--- config.mk ---
export PLATFORM = sky130hd
export DESIGN_NAME = line_clear_engine
export DESIGN_NICKNAME = d
export VERILOG_FILES = /design/src/rtl/line_clear_pkg.sv /design/src/rtl/row_compactor.sv /design/src/rtl/line_clear_engine.sv
export SDC_FILE = /design/constraint.sdc
export NUM_CORES = 1
export LEC_CHECK = 0
export ABC_AREA = 0
export CORE_AREA = 2 2 288 290
export DETAILED_ROUTE_END_ITERATION = 8
export DIE_AREA = 0 0 290 292
export SLEW_MARGIN = 40
export SYNTH_ARGS = -nofsm -noshare
export SYNTH_HDL_FRONTEND = slang
export SYNTH_SLANG_ARGS = --single-unit
--- constraint.sdc ---
create_clock -name clk -period 8.2 [get_ports clk]
set_input_delay 1.64 -clock clk [delete_from_list [all_inputs] [get_ports clk]]
set_output_delay 1.64 -clock clk [all_outputs]
set_load 0.05 [all_outputs]
--- src/rtl/line_clear_pkg.sv ---
// Shared playfield constants, FSM state type and mask helpers for the line-clear path.
package line_clear_pkg;

  localparam int unsigned ROWS      = 20;
  localparam int unsigned COLS      = 12;
  localparam int unsigned SCORE_MAX = 99;

  // Row index width and a counter width that can hold ROWS itself.
  localparam int unsigned IDX_W = $clog2(ROWS);
  localparam int unsigned CNT_W = $clog2(ROWS + 1);

  typedef logic [COLS-1:0] row_t;

  typedef enum logic [2:0] {
    IDLE,
    SCAN,
    FLASH,
    COLLAPSE,
    DONE
  } state_e;

  // Number of set bits in a row mark mask.
  function automatic logic [CNT_W-1:0] popcount(input logic [ROWS-1:0] m);
    logic [CNT_W-1:0] c;
    c = '0;
    for (int i = 0; i < ROWS; i++) begin
      c = c + CNT_W'(m[i]);
    end
    return c;
  endfunction

  // Widen a per-row mask to a full playfield bit mask.
  function automatic logic [ROWS*COLS-1:0] expand_mask(input logic [ROWS-1:0] m);
    logic [ROWS*COLS-1:0] e;
    e = '0;
    for (int i = 0; i < ROWS; i++) begin
      e[i*COLS +: COLS] = {COLS{m[i]}};
    end
    return e;
  endfunction

endpackage

--- src/rtl/row_compactor.sv ---
// Bottom-up in-place row compaction: skips marked rows, copies the rest downward,
// then zero-fills the rows left free at the top. Issues one board write per cycle.
module row_compactor
  import line_clear_pkg::*;
(
  input  logic              clk,
  input  logic              reset,
  input  logic              init,
  input  logic              en,
  input  logic [ROWS-1:0]   mark,
  input  row_t              rd_row,
  output logic [IDX_W-1:0]  rd_idx,
  output logic              wr_en,
  output logic [IDX_W-1:0]  wr_idx,
  output row_t              wr_data,
  output logic              last
);

  // Pointers kept as "rows remaining" so that exhaustion is simply zero.
  logic [CNT_W-1:0] rd_cnt;
  logic [CNT_W-1:0] wr_cnt;
  logic             rd_step;
  logic             wr_step;
  logic             rd_valid;

  // Decide this cycle's move: skip a marked row, copy a kept row, or zero-fill.
  always_comb begin
    rd_valid = (rd_cnt != '0);
    rd_idx   = IDX_W'(rd_cnt - 1'b1);
    wr_idx   = IDX_W'(wr_cnt - 1'b1);
    wr_en    = 1'b0;
    wr_data  = '0;
    rd_step  = 1'b0;
    wr_step  = 1'b0;
    if (en) begin
      if (rd_valid) begin
        rd_step = 1'b1;
        if (!mark[rd_idx]) begin
          wr_en   = 1'b1;
          wr_data = rd_row;
          wr_step = 1'b1;
        end
      end else if (wr_cnt != '0) begin
        wr_en   = 1'b1;
        wr_step = 1'b1;
      end
    end
    last = wr_en && (wr_cnt == CNT_W'(1));
  end

  // Pointer registers; reloaded at the top of the field when a pass starts.
  always_ff @(posedge clk) begin
    if (reset) begin
      rd_cnt <= '0;
      wr_cnt <= '0;
    end else if (init) begin
      rd_cnt <= CNT_W'(ROWS);
      wr_cnt <= CNT_W'(ROWS);
    end else begin
      if (rd_step) rd_cnt <= rd_cnt - 1'b1;
      if (wr_step) wr_cnt <= wr_cnt - 1'b1;
    end
  end

endmodule

--- src/rtl/line_clear_engine.sv ---
// Line-clear stage: scans the locked field for full rows, blinks them, collapses them
// out and updates the saturating score. Drives the display board/flash/score inputs.
module line_clear_engine
  import line_clear_pkg::*;
#(
  parameter int unsigned FLASH_TICKS = 4,
  parameter int unsigned SCORE_W     = 7
) (
  input  logic                  clk,
  input  logic                  reset,
  input  logic                  tick,
  input  logic                  start,
  input  logic [ROWS*COLS-1:0]  board_in,
  input  logic                  score_clr,
  output logic [ROWS*COLS-1:0]  board_out,
  output logic [ROWS*COLS-1:0]  flash,
  output logic [SCORE_W-1:0]    score,
  output logic [CNT_W-1:0]      lines_cleared,
  output logic                  busy,
  output logic                  done
);

  localparam int unsigned TCNT_W = $clog2(FLASH_TICKS + 1);
  localparam logic [TCNT_W-1:0] TickLast = TCNT_W'(FLASH_TICKS - 1);

  state_e            state;
  row_t              board [ROWS];
  logic [ROWS-1:0]   mark;
  logic [IDX_W-1:0]  r;
  logic              phase;
  logic [TCNT_W-1:0] tcnt;
  logic [CNT_W-1:0]  k;

  logic              row_full;
  logic [ROWS-1:0]   mark_scan;
  logic [CNT_W-1:0]  k_scan;
  logic [SCORE_W:0]  score_sum;
  logic [SCORE_W-1:0] score_next;

  logic              cmp_init;
  logic              cmp_en;
  logic [IDX_W-1:0]  cmp_rd_idx;
  row_t              cmp_rd_row;
  logic              cmp_wr_en;
  logic [IDX_W-1:0]  cmp_wr_idx;
  row_t              cmp_wr_data;
  logic              cmp_last;

  assign busy = (state != IDLE);

  // Scan step result and saturating score sum (one extra bit before the clamp).
  always_comb begin
    row_full  = &board[r];
    mark_scan = row_full ? (mark | (ROWS'(1) << r)) : mark;
    k_scan    = popcount(mark_scan);
    score_sum = {1'b0, score} + (SCORE_W + 1)'(k);
    if (score_sum > (SCORE_W + 1)'(SCORE_MAX)) begin
      score_next = SCORE_W'(SCORE_MAX);
    end else begin
      score_next = score_sum[SCORE_W-1:0];
    end
  end

  // Flatten the board register for the display.
  always_comb begin
    board_out = '0;
    for (int i = 0; i < ROWS; i++) begin
      board_out[i*COLS +: COLS] = board[i];
    end
  end

  assign cmp_init   = (state == IDLE) && start;
  assign cmp_en     = (state == COLLAPSE);
  assign cmp_rd_row = board[cmp_rd_idx];

  row_compactor u_row_compactor (
    .clk     (clk),
    .reset   (reset),
    .init    (cmp_init),
    .en      (cmp_en),
    .mark    (mark),
    .rd_row  (cmp_rd_row),
    .rd_idx  (cmp_rd_idx),
    .wr_en   (cmp_wr_en),
    .wr_idx  (cmp_wr_idx),
    .wr_data (cmp_wr_data),
    .last    (cmp_last)
  );

  // Pass sequencer: state, board register, marks, flash timer, score and status outputs.
  always_ff @(posedge clk) begin
    if (reset) begin
      state         <= IDLE;
      for (int i = 0; i < ROWS; i++) board[i] <= '0;
      mark          <= '0;
      r             <= '0;
      phase         <= 1'b0;
      tcnt          <= '0;
      k             <= '0;
      flash         <= '0;
      score         <= '0;
      lines_cleared <= '0;
      done          <= 1'b0;
    end else begin
      done <= 1'b0;
      unique case (state)
        IDLE: begin
          if (start) begin
            for (int i = 0; i < ROWS; i++) board[i] <= board_in[i*COLS +: COLS];
            mark  <= '0;
            r     <= IDX_W'(ROWS - 1);
            state <= SCAN;
          end
        end
        SCAN: begin
          mark <= mark_scan;
          if (r == '0) begin
            k <= k_scan;
            if (k_scan == '0) begin
              state <= DONE;
            end else begin
              phase <= 1'b0;
              tcnt  <= '0;
              flash <= expand_mask(mark_scan);
              state <= FLASH;
            end
          end else begin
            r <= r - 1'b1;
          end
        end
        FLASH: begin
          if (tick) begin
            phase <= ~phase;
            tcnt  <= tcnt + 1'b1;
            if (tcnt == TickLast) begin
              flash <= '0;
              state <= COLLAPSE;
            end else begin
              // Rows are lit when the toggled phase returns to 0.
              flash <= phase ? expand_mask(mark) : '0;
            end
          end
        end
        COLLAPSE: begin
          if (cmp_wr_en) board[cmp_wr_idx] <= cmp_wr_data;
          if (cmp_last) state <= DONE;
        end
        DONE: begin
          done          <= 1'b1;
          lines_cleared <= k;
          score         <= score_next;
          state         <= IDLE;
        end
        default: state <= IDLE;
      endcase
      // A new-game clear overrides any score update in the same cycle.
      if (score_clr) score <= '0;
    end
  end

endmodule

# Word level (Yosys, flattened, before mapping)
# Memory sizes are Yosys's and may differ from the RTL's. A register that Yosys moved wholly into a read port is not among the register bits.
# Cells that the tools add are included.
# classes
n_eq_ne	13
mux	79
bitwise	22
n_lt_le_gt_ge	2
addsub	24
shift	1
reduce_logical	21
# op_table
operator	n
$mux 240	5
$pmux 240 s2	1
$mux 12	24
$add 5x1->5	15
$mux 5	9
$mux 20	2
$pmux 20 s2	1
$mux 3	9
$mux 1	22
$or 1x1->1	20
$or 20x20->20	1
$shl 1x5->20 const A	1
$sub 5x1->5 const B	3
$ne 2x2->1 const B	6
$pmux 3 s4	1
$reduce_and 12->1	1
$reduce_or 12->1	1
$logic_not 5->1	2
$pmux 5 s2	1
$reduce_bool 5->1	2
$eq 3x2->1 const B	3
$add 7x5->8	1
$gt 8x7->1 const B	1
$reduce_bool 2->1	4
23 further kinds	26
# totals
register_bits	300
n_memories	1
out_inout_bits	494
ram_bits	240
in_bits	245
# mem_list
name	words	word_bits	rd	rd_ports_with_merged_regs	wr	line_no	rtl
board	20	12	22	1	20	line_clear_engine.sv:27	row_t board [ROWS];

# Longest topological paths before layout
# Gate-level depths: netlist (run 1).
# logic_depth
ltp_word	26
depth_mapped	32

# By module
# Synthesis (run 1) repeated with hierarchy kept, for this count alone.
# hier_totals
cells_unflattened	1981
hier_area_um2	25288.0
# modules_own_cells
module	area_each_um2	n_inst	cells_per_inst
line_clear_engine	24302.1	1	1870
row_compactor	985.9	1	111

# Worst setup path before layout (run 1)
# OpenSTA, ideal clock, no wires.
# synth_timing
path_type	register to register
from	memory board[17][4] in the netlist's numbering
to	register flash[23]
n_path_buf	4
slack_ns	1.157
arrival_ns	6.911
stages_incl_launch_ff	27
required_time_ns	8.068
cell_sequence	edfxtp_1 nand4_1 mux4_2 mux2i_1 nand2b_1 o221ai_1 and2_1 buf_2 buf_2 a31oi_1 fa_1 fa_1 fa_1 fa_1 inv_1 fa_1 ha_1 fa_1 a21oi_1 o21bai_1 nor4_1 nand2_1 a21o_1 clkbuf_1 clkbuf_1 nand4_1 a21oi_1
# synth_lines
element	line_no	rtl
start, declared	line_clear_engine.sv:27	
end signal, assigned	line_clear_engine.sv:124	flash <= expand_mask(mark_scan);
end signal, assigned	line_clear_engine.sv:140	flash <= phase ? expand_mask(mark) : '0;
end, declared	line_clear_engine.sv:16	output logic [ROWS*COLS-1:0] flash,

==> results_dict.tcl, run 1 <==
set metrics [dict create \
    synth_top_cells_by_count "edfxtp_1 (384), buf_4 (224), a22o_1 (222)" \
    worst_hold_slack_ns 0.462 \
    period_minus_slack_ns 7.82 \
    drive_above_1_share_pct 14.6 \
    synth_sequential_area_ratio_pct 51.9 \
    cts_made_buffers 54 \
    ir_drop_mv 0.153 \
    rows 105 \
    crit_family "adder cells" \
    remaining_drc_errors 0 \
    hold_class "flop to flop" \
    finish.utilization_pct 42.5 \
    status "finished, final reports clean" \
    drt_iter0_drc 1976 \
    tns_ns 0 \
    hpwl_um 79900 \
    final_nets 2723 \
    cts_hold_buf 0 \
    synth_most_common_cell "edfxtp_1" \
    p_leak_nw 12.1 \
    worstSetupStartpointType "flop" \
    fmax_ghz 0.128 \
    postRouteAntennaNets 0 \
    grt-ovfl-total 0 \
    syn_area_mm2 0.0255 \
    slew_headroom_pct 43.1 \
    total_power_w 0.00859 \
    grt_pass1_wl_um 147000 \
    dieHeight_um 292 \
    skew_ns 0.0538 \
    slowest_delay_ns 0.56 \
    synth_edf_count 384 \
    crit_fanout 23 \
    io_pins 739 \
    synthTopCellsByArea "edfxtp_1 (45%), mux4_2 (12%), a22o_1 (7.6%), dfxtp_1 (6.7%), buf_4 (6.6%)" \
    netlist.top_cell.by_area "edfxtp_1" \
    final_area_mm2 0.0347 \
    antenna_found_initial 10 \
    portBuffers 738 \
    wl_per_cell_um 29.6 \
    async_flop_share_pct 0 \
    cts_resized 0 \
    synth_top_cell_area_share_pct 45.2 \
    report.final.setup_viol 0 \
    postCtsSetupBuffers 0 \
    worst-path-buf-inv 3 \
    cp-end-kind "flop" \
    h-tree-depth 2 \
    path_common_cell "fa_1" \
    arrival_ns 8.27 \
    vias 19954 \
    maxCapViolations 0 \
    dominantRegCellSynth "edfxtp_1" \
    powerDensity_mw_per_mm2 248 \
    routed_wirelength_um 105000 \
    grt_use_total_pct 23.8 \
    grt_pass1_vias 19800 \
    hold_viol_final 0 \
    ys_types 70 \
    cts_buffer_depth 3 \
    netlist_instances 1950 \
    yosys_warnings 0 \
    grt_max_degree 151 \
    dpl_cell_area_mm2 0.0327 \
    vias_per_cell 5.62 \
    numClockSinks 469 \
    finalCritPeriodShare_pct 95.4 \
    slew_violations 0 \
    clkTransAtPathRegs_ns 0.06 \
    cts-root-buf "clkbuf_16" \
    clk_latency_ns 0.65 \
    gp_congestion 0.898 \
    fp.coreArea_mm2 0.0816 \
    required_ns 8.65 \
    avgSynthCellArea_um2 13.1 \
    syn_to_final_growth_pct 36.1 \
    die_area_mm2 0.0847 \
    crit_chain "buf_4 -> mux2_2 -> and3_1 -> o2111ai_1 -> nand4_1 -> and3_1 -> a21o_1 -> fa_1 -> inv_1 -> fa_1 -> fa_1 -> fa_1 -> inv_1 -> fa_1 -> ha_1 -> fa_1 -> a21oi_1 -> o21bai_1 -> nor4_1 -> nand2_1 -> a21o_1 -> mux2i_1 -> a21oi_1" \
    synth_seq_cells 469 \
    die_x_um 290 \
    start_util_pct 31.3 \
    dr.pass1.iters 5 \
    crit_slowest_cell "fa_1" \
    syn_nets 2237 \
    path_class "flop to flop" \
    cts_tree "yes" \
    rsz0062_at_grt "false" \
    tightest_slew_ns 0.841 \
]
state kept, by name (all words and copies together), names as in the netlist, named ones only:
signal and flops:
board 384, u_row_compactor.rd_cnt 5, flash 20, k 5, score 7, u_row_compactor.wr_cnt 5
state 3, r 5, phase 1, lines_cleared 5, tcnt 3, done 1
mark 20
tightest hold or removal path, delay by kind of cell, from the launching register on:
| family | cells | cell delay, ns |
|---|---|---|
| DFF | 1 | 0.31 |
| and+or+nand+nor | 1 | 0.05 |
| AOI/OAI and AO/OA | 1 | 0.05 |
final timing paths:
path / from / endpoint / slack, ns / cells past startpoint
min reg2reg: lines_cleared[2] / lines_cleared[2] / 0.46 / 2
max: flop / flash[23] / 0.38 / 23
max reg2reg: flop / flash[23] / 0.38 / 23
min: lines_cleared[2] / lines_cleared[2] / 0.46 / 2
through the flow:
| step | cells | setup slack, ns |
|---|---|---|
| 3_3_place_gp | 3444 | 0.627 |
| 6_report | 3551 | 0.377 |
| 2_1_floorplan | 1950 | 1.16 |
| 5_1_grt | 3551 | 0.0771 |
| 3_5_place_dp | 3448 | 0.517 |
| 4_1_cts | 3546 | 0.464 |
cell families (layout without fill, tap and decap cells):
group                    Yosys count  after routing  synth area share (%)
XOR/XNOR                          16             16                 0.623
adder cells (fa/ha/maj)           42             42                  2.50
AND/OR/NAND/NOR                  431            431                  9.11
other                              0              3                     0
buffers and inverters            402            930                  9.61
multiplexers                     172            172                  13.5
AO/OA/AOI/OAI                    418            418                  12.8
flip-flops                       469            469                  51.9
final cells by class:
| cell class | instances | area, µm² |
|---|---|---|
| Antenna cell | 3 | 7.51 |
| Clock inverter | 40 | 538 |
| Inverter | 35 | 131 |
| Tap cell | 1070 | 1340 |
| Fill cell | 7462 | 46900 |
| Clock buffer | 58 | 1370 |
| Timing Repair Buffer | 797 | 7910 |
| Multi-Input combinational cell | 1079 | 10200 |
| Sequential cell | 469 | 13200 |
layer usage:
metal	up-vias	track usage, %	share of wire [%]
li1	8412	-	-
met1	10113	28.6	37
met2	1196	41.5	50
met3	221	5.27	8.4
met4	12	9.49	4.3
met5	-	0	0.084
placed cells by master (no fill, tap or decap), drive strengths merged, types with 5 or more instances in the layout:
cell type	n
a211oi	9
a21boi	14
a21o	8
a21oi	53
a221oi	5
a22o	222
a31oi	12
a32o	8
and2	9
and3	8
and4b	10
buf	60
bufinv	10
clkbuf	58
clkdlybuf4s50	737
clkinv	21
clkinvlp	5
dfxtp	85
edfxtp	384
fa	15
ha	27
inv	39
mux2	25
mux2i	12
mux4	135
nand2	110
nand2b	11
nand3	50
nand4	63
nand4b	13
nor2	64
nor2b	38
nor3	39
o211ai	5
o21ai	40
xnor2	8
xor2	8
power breakdown:
part / leakage [nW] / internal (W) / total [W] / switching [W]
logic: 6.21 / 0.000933 / 0.00274 / 0.00180
clock network: 0.913 / 0.00154 / 0.00260 / 0.00107
registers: 4.94 / 0.00290 / 0.00325 / 0.000349
Note: power is estimated with default switching activity, not from simulation.
==> run 2, diff against run 1 <==
--- a/config.mk
+++ b/config.mk
@@ -6,10 +6,12 @@
 export NUM_CORES = 1
 export LEC_CHECK = 0
 export ABC_AREA = 0
-export CORE_AREA = 2 2 288 290
+export CORE_AREA = 2 2 286 288
 export DETAILED_ROUTE_END_ITERATION = 8
-export DIE_AREA = 0 0 290 292
+export DIE_AREA = 0 0 288 290
+export DONT_BUFFER_PORTS = 1
 export SLEW_MARGIN = 40
 export SYNTH_ARGS = -nofsm -noshare
 export SYNTH_HDL_FRONTEND = slang
+export SYNTH_HIERARCHICAL = 1
 export SYNTH_SLANG_ARGS = --single-unit
==> results_dict.tcl, run 2 <==
set metrics [dict create \
    status "finished, final reports clean" \
    cp-end-kind "flop" \
    synth_seq_cells 469 \
    synthTopCellsByArea "edfxtp_1 (46%), mux4_2 (12%), a22o_1 (7.6%), dfxtp_1 (6.7%), buf_4 (6.5%)" \
    h-tree-depth 2 \
    ys_types 78 \
    cts_tree "yes" \
    worst-path-stages 25 \
    drt_iter0_drc 2624 \
    instances_no_fill 2959 \
    crit_slowest_cell "dfxtp_2" \
    finish.utilization_pct 35.0 \
    synth_adder_area_share_pct 2.28 \
    netlist.top_cell.by_area "edfxtp_1" \
    vias_per_cell 6.11 \
    die_x_um 288 \
    avgSynthCellArea_um2 12.8 \
    arrival_ns 8.22 \
    min-delay-start "k[0]" \
    final_common_cell "edfxtp_1" \
    worst-r2r-cell-count 25 \
    slew_violations 0 \
    grt_pass1_vias 17705 \
    synth_compound_area_share_pct 13.7 \
    required_ns 8.72 \
    worst-path-buf-inv 4 \
    grt-ovfl-total 0 \
    ir_drop_mv 0.267 \
    finalCritPeriodShare_pct 93.9 \
    slowest_delay_ns 0.65 \
    synth_top_family_by_area "compound AO/OA/AOI/OAI gates" \
    syn_nets 2263 \
    rsz0062_at_grt "false" \
    hold_class "flop to flop" \
    synth_most_common_cell "edfxtp_1" \
    synthMuxAreaShare_pct 12.8 \
    dieHeight_um 290 \
    remaining_drc_errors 0 \
    tns_ns 0 \
    syn_to_final_growth_pct 11.0 \
    cts_hold_buf 0 \
    final_nets 2112 \
    numClockSinks 469 \
    synth_edf_count 384 \
    rows 104 \
    crit_family "adder cells" \
    cts-root-buf "clkbuf_16" \
    slew_headroom_pct 40.2 \
    async_flop_share_pct 0 \
    cts_resized 0 \
    start_util_pct 31.5 \
    syn_area_mm2 0.0253 \
    synth_top_cell_area_share_pct 45.6 \
    fillers 7793 \
    fp.coreArea_mm2 0.0802 \
    fmax_ghz 0.130 \
    gp_congestion 0.980 \
    synth_sequential_area_ratio_pct 52.3 \
    grt_max_degree 104 \
    grt_use_total_pct 24.6 \
    synth_top_cells_by_count "edfxtp_1 (384), buf_4 (220), a22o_1 (218)" \
    report.final.setup_viol 0 \
    dr.pass1.iters 7 \
    worstSetupStartpointType "flop" \
    powerDensity_mw_per_mm2 352 \
    total_power_w 0.00987 \
    yosys.area_share.simple_pct 8.79 \
    skew_ns 0.0523 \
    yosys_warnings 6 \
    clk_latency_ns 0.65 \
    portBuffers 0 \
    hold_depth 2 \
    placed_cells 2826 \
    grt_pass1_wl_um 145000 \
    maxCapViolations 0 \
    vias 18076 \
    largest_reg_flops 384 \
    drive_above_1_share_pct 25.8 \
    postRouteAntennaNets 0 \
    die_area_mm2 0.0835 \
    regMostFlops "board" \
    reg_top3 "board (384), flash (20), mark (20)" \
    final-seq-area_mm2 0.0133 \
    synth_xor_area_share_pct 0.584 \
    netlist_instances 1981 \
    p_leak_nw 9.92 \
    hpwl_um 80500 \
    hold_viol_final 0 \
    antenna_found_initial 30 \
    tightest_slew_ns 0.896 \
    cts_buffer_depth 3 \
    postCtsSetupBuffers 0 \
    period_minus_slack_ns 7.70 \
    wl_per_cell_um 35.8 \
    path_class "flop to flop" \
    path_common_cell "fa_1" \
    crit_fanout 27 \
    io_pins 739 \
    cts_made_buffers 54 \
    dominantRegCellSynth "edfxtp_1" \
    multiInputGateArea_mm2 0.00980 \
    routed_wirelength_um 106000 \
    mostFrequentLayoutCells "edfxtp_1 (384), a22o_1 (218), mux4_2 (131), buf_4 (131), nand2_1 (115)" \
    clkTransAtPathRegs_ns 0.06 \
]
[run 2: cell types whose count changed after synthesis, moves of 23 or more]
cell / before / now
buf_2: 68 / 8
clkbuf_1: 69 / 120
nand2b_1: 11 / 34
nor2_1: 64 / 104
nor2b_1: 38 / 8
o21ai_0: 40 / 74
[run 2: area by class of cell]
cell class | instances | share of cell area [%]
diodes | 26 | 0.232
clock buffers | 69 | 5.12
clock inverters | 30 | 1.11
inverters | 40 | 0.579
multi-input cells | 1103 | 34.9
flip-flops and latches | 469 | 47.4
well taps | 1060 | 4.72
repair buffers | 162 | 5.93
[run 2: stage by stage]
step                      hold WS (ns)  worst slack, ns  cell area, µm²
after floorplan                  0.449             1.23           25300
after global placement           0.471            0.680           26000
after detailed placement         0.483            0.615           26200
after CTS                        0.492            0.579           27900
after global routing             0.515           0.0866           28100
final                            0.493            0.503           28100
[run 2: metal layers]
metal	track usage (%)	up-vias	part of all wire, %
met5	0	-	0.053
met4	11.4	8	5.4
met3	10.7	275	14
met2	38.6	1535	45
met1	29.1	9018	35
li1	-	7240	-
[run 2: worst paths after layout]
check	end	slack (ns)
setup / recovery	flash[35]	0.50
setup reg to reg	flash[35]	0.50
hold reg to reg	k[0]	0.49
hold / removal	k[0]	0.49
[run 2: cell families after synthesis]
group | count (synthesis)
multiplexers | 156
flip-flops | 469
AND/OR/NAND/NOR | 438
AO/OA/AOI/OAI | 456
adder cells (fa/ha/maj) | 37
buffers and inverters | 409
XOR/XNOR | 16
[run 2: power by group]
part           internal, W  switching (W)  total, W  leakage [nW]
combinational     0.000945        0.00215   0.00310          4.15
clock              0.00137        0.00105   0.00243         0.851
sequential         0.00307        0.00127   0.00435          4.92
[run 2: worst register-to-register path: cells and delay by family, from the launching register on]
kind | cells | cell delay [ns]
simple gates | 3 | 0.45
mux | 1 | 0.30
fa+ha+maj | 7 | 3.25
buf+inv | 4 | 0.81
flops | 1 | 0.65
compound gates | 10 | 2.14
